### config.mk
export PLATFORM = sky130hd
export DESIGN_NAME = bin_to_bcd_seq
export DESIGN_NICKNAME = d
export VERILOG_FILES = /design/src/rtl/pwm_pkg.sv /design/src/rtl/bcd_add3.sv /design/src/rtl/bin_to_bcd_seq.sv
export SDC_FILE = /design/constraint.sdc
export NUM_CORES = 1
export LEC_CHECK = 0
export ABC_AREA = 1
export CAP_MARGIN = 20
export CORE_MARGIN = 4
export CORE_UTILIZATION = 58
export DETAILED_ROUTE_END_ITERATION = 10
export PLACE_DENSITY_LB_ADDON = 0.2
export SLEW_MARGIN = 20
export SYNTH_ARGS = -nofsm -noshare
export SYNTH_HDL_FRONTEND = slang
export SYNTH_HIERARCHICAL = 1
export SYNTH_SLANG_ARGS = --single-unit
### constraint.sdc
create_clock -name clk -period 2.4 [get_ports clk]
set_input_delay 0.36 -clock clk [delete_from_list [all_inputs] [get_ports clk]]
set_output_delay 0.36 -clock clk [all_outputs]
set_load 0.1 [all_outputs]
### src/rtl/pwm_pkg.sv
// Shared definitions for the PWM servo display path: converter FSM states
// and BCD digit constants.
package pwm_pkg;

   typedef enum logic {
      IDLE,
      SHIFT
   } bcd_state_t;

   localparam int unsigned BCD_DIGIT_W    = 4;
   localparam int unsigned ADD3_THRESHOLD = 5;

endpackage : pwm_pkg

### src/rtl/bcd_add3.sv
// Double-dabble digit correction: a BCD digit of 5 or more gets +3 so that
// the following left shift carries correctly into the next decimal digit.
module bcd_add3
   import pwm_pkg::*;
(
   input  logic [BCD_DIGIT_W-1:0] digit_in,
   output logic [BCD_DIGIT_W-1:0] digit_out
);

   // Conditional +3, 4-bit wrap (never reached for legal digit values).
   always_comb begin
      digit_out = digit_in;
      if (digit_in >= BCD_DIGIT_W'(ADD3_THRESHOLD)) begin
         digit_out = digit_in + BCD_DIGIT_W'(3);
      end
   end

endmodule : bcd_add3

### src/rtl/bin_to_bcd_seq.sv
// Sequential binary-to-BCD converter (shift-and-add-3), one bit per cycle.
// Optional build macro BCD_AUTO_START_EN: when defined, a change of bin_in
// while idle requests a conversion without an external start pulse.
module bin_to_bcd_seq
   import pwm_pkg::*;
#(
   parameter int unsigned WIDTH  = 8,
   parameter int unsigned DIGITS = 3
) (
   input  logic                           clk,
   input  logic                           rst_n_a,
   input  logic [WIDTH-1:0]               bin_in,
   input  logic                           start,
   output logic                           busy,
   output logic                           done,
   output logic [DIGITS*BCD_DIGIT_W-1:0]  bcd_out
);

   localparam int unsigned SW = DIGITS * BCD_DIGIT_W;
   localparam int unsigned CW = (WIDTH > 1) ? $clog2(WIDTH) : 1;
   localparam logic [CW-1:0] CNT_LAST = CW'(WIDTH - 1);

   function automatic bit params_legal();
      longint unsigned p;
      p = 1;
      for (int unsigned i = 0; i < DIGITS; i++) begin
         p = p * 10;
      end
      return p > ((longint'(1) << WIDTH) - 1);
   endfunction

   generate
      if (!params_legal()) begin : g_bad_params
         $error("bin_to_bcd_seq: DIGITS too small to hold 2**WIDTH-1");
      end
   endgenerate

   bcd_state_t        state_q, state_d;
   logic [WIDTH-1:0]  shift_q, shift_d;
   logic [SW-1:0]     scratch_q, scratch_d;
   logic [SW-1:0]     scratch_adj;
   logic [CW-1:0]     count_q, count_d;
   logic              done_q, done_d;
   logic [SW-1:0]     bcd_q, bcd_d;
   logic              req;

`ifdef BCD_AUTO_START_EN
   logic [WIDTH-1:0]  last_bin_q, last_bin_d;
`endif

   generate
      for (genvar g = 0; g < DIGITS; g++) begin : g_add3
         bcd_add3 u_add3 (
            .digit_in  (scratch_q[g*BCD_DIGIT_W +: BCD_DIGIT_W]),
            .digit_out (scratch_adj[g*BCD_DIGIT_W +: BCD_DIGIT_W])
         );
      end
   endgenerate

   // Next-state logic: accept in IDLE, one correct-and-shift per SHIFT edge.
   always_comb begin
      state_d   = state_q;
      shift_d   = shift_q;
      scratch_d = scratch_q;
      count_d   = count_q;
      done_d    = 1'b0;
      bcd_d     = bcd_q;
`ifdef BCD_AUTO_START_EN
      last_bin_d = last_bin_q;
      req        = start | (bin_in != last_bin_q);
`else
      req        = start;
`endif
      case (state_q)
         IDLE: begin
            if (req) begin
               shift_d   = bin_in;
               scratch_d = '0;
               count_d   = '0;
               state_d   = SHIFT;
`ifdef BCD_AUTO_START_EN
               last_bin_d = bin_in;
`endif
            end
         end
         SHIFT: begin
            {scratch_d, shift_d} = {scratch_adj, shift_q} << 1;
            count_d = count_q + 1'b1;
            // Final shift lands directly in the output register.
            if (count_q == CNT_LAST) begin
               bcd_d   = scratch_d;
               done_d  = 1'b1;
               count_d = '0;
               state_d = IDLE;
            end
         end
         default: state_d = IDLE;
      endcase
   end

   // State, datapath and output registers with synchronous active-low reset.
   always_ff @(posedge clk) begin
      if (!rst_n_a) begin
         state_q   <= IDLE;
         shift_q   <= '0;
         scratch_q <= '0;
         count_q   <= '0;
         done_q    <= 1'b0;
         bcd_q     <= '0;
      end else begin
         state_q   <= state_d;
         shift_q   <= shift_d;
         scratch_q <= scratch_d;
         count_q   <= count_d;
         done_q    <= done_d;
         bcd_q     <= bcd_d;
      end
   end

`ifdef BCD_AUTO_START_EN
   // Last accepted input, used to detect switch changes while idle.
   always_ff @(posedge clk) begin
      if (!rst_n_a) begin
         last_bin_q <= '0;
      end else begin
         last_bin_q <= last_bin_d;
      end
   end
`endif

   assign busy    = (state_q == SHIFT);
   assign done    = done_q;
   assign bcd_out = bcd_q;

endmodule : bin_to_bcd_seq

==> flow_summary.json <==
{
  "maxSlewViolCount": 0,
  "synthesis.nets": 269,
  "yosysWarnings": 6,
  "post-cts-setup-buffers": 0,
  "postSynthCellCount": 249,
  "whs_ns": 0.469,
  "p_comb_share_pct": 8.8,
  "first_pass_iters": 4,
  "switchingPower_mw": 0.256,
  "layout.nets": 291,
  "area_growth_syn_to_layout_pct": 13.8,
  "irDropWorstVdd_uv": 433,
  "synth.avg_cell_area_um2": 7.34,
  "fin_crit_ns": 1.79,
  "via_per_inst": 4.84,
  "final_area_um2": 2080,
  "grt_max_degree": 29,
  "pwr-share-clk_pct": 29.7,
  "power_density_nw_per_um2": 498,
  "cts_tree": "yes",
  "crit_arrival_ns": 1.43,
  "hold_violations": 0,
  "dieHeight_um": 64.1,
  "first_iter_violations": 111,
  "die_w_um": 64.1,
  "dp.final_hpwl_um": 2320,
  "fin_crit_sh_pct": 74.6,
  "route.detailed.drc": 0,
  "grt_use_total_pct": 18.7,
  "grt_pass1_wl_um": 6020,
  "fmax_ghz": 0.558,
  "p_leak_nw": 0.868,
  "worstSetupStartpointType": "flop",
  "start_util_pct": 60.3,
  "crit_fanout": 13,
  "critPathCaptureType": "output port",
  "synth_area_um2": 1830,
  "holdBufCountCts": 0,
  "io_pins": 25,
  "path_class": "flop to output port",
  "overflow": 0,
  "worstMarginPinSlew_ns": 0.510,
  "cts_max_path_buffers": 2,
  "root_buffer": "clkbuf_4",
  "port_buffers": 24,
  "swShare_pct": 24.7,
  "required_ns": 2.04,
  "rows": 20,
  "gp_congestion": 0.863,
  "fin_util_pct": 68.6,
  "dpl_cell_area_um2": 2030,
  "cts_resized": 0,
  "mostFrequentLayoutCell": "nand2_1",
  "clk_pin_slew_worst_paths_ns": 0.10,
  "ant_nets": 0,
  "cts_made_buffers": 5,
  "grt_pass1_vias": 1446,
  "hp-class": "flop to flop",
  "antenna_found_initial": 0,
  "clkSinkCount": 37,
  "status": "finished clean",
  "power_frac_seq_pct": 61.5,
  "fin_setup_tns_ns": 0,
  "layout_common_cells": "nand2_1 (90), dfxtp_1 (37), a21oi_1 (27)",
  "setup_slack_ns": 0.609,
  "dieArea_um2": 4110,
  "grt_setup_unrepaired": "no",
  "diodes": 0,
  "slew-limit-headroom_pct": 66.0,
  "dp_worst_setup_slack_ns": 0.694,
  "setup_viol_count_final": 0,
  "maxCapViolCount": 0,
  "wirelength_um": 3400,
  "fin_skew_ns": 0.00545,
  "wl_per_cell_um": 10.8,
  "h-tree-depth": 2,
  "drive_gt1_share_pct": 15.4,
  "core_area_um2": 3030,
  "vias": 1530,
  "internal_power_mw": 0.779,
  "fillers": 288,
  "insertion_delay_ns": 0.34
}
-- layer usage --
layer  track usage, %  up-vias  part of all wire, %
met3             4.57        5                  3.9
met1             22.5      669                   48
met2             30.7       25                   47
met5                0        -                    0
met4             9.76        0                  1.5
li1                 -      831                    -
-- path summary, 6_finish.rpt --
kind | cells past startpoint | start | slack, ns | end
worst max register to register | 7 | scratch_q[0] | 0.97 | scratch_q[2]
worst min register to register | 2 | bcd_out[3] | 0.47 | bcd_out[3]
worst max-delay path | 2 | busy | 0.61 | busy
worst min-delay path | 2 | bcd_out[3] | 0.47 | bcd_out[3]
-- state kept, by name, indices dropped and copies added, names as in the netlist --
signal	count
shift_q	8
busy	1
scratch_q	12
count_q	3
done	1
bcd_out	12
-- power by group through the flow --
stage               registers, mW  clock network, mW  logic [mW]
floorplan                   0.654                  0      0.0617
global placement            0.650                  0      0.0908
detailed placement          0.651                  0      0.0917
CTS                         0.637              0.322      0.0919
global route                0.639              0.348       0.102
finish                      0.637              0.308      0.0913
-- worst max-delay path, cell delays in order (launching register included) --
cell	delay, ns
dfxtp_1	0.65
buf_4	0.25
buf_12	0.18
-- stage by stage --
step | power (mW) | std cells
finish | 1.04 | 316
global route | 1.09 | 316
CTS | 1.05 | 316
detailed placement | 0.742 | 308
global placement | 0.741 | 308
floorplan | 0.715 | 249
-- area by class of cell --
| class | instances | area (um2) | area share, % |
|---|---|---|---|
| multi-input combinational | 179 | 918 | 44.2 |
| sequential | 37 | 741 | 35.6 |
| timing repair buffer | 26 | 233 | 11.2 |
| inverter | 22 | 82.6 | 3.97 |
| tap | 44 | 55.1 | 2.65 |
| clock buffer | 8 | 48.8 | 2.35 |
Note: power is estimated with default switching activity, not from simulation.
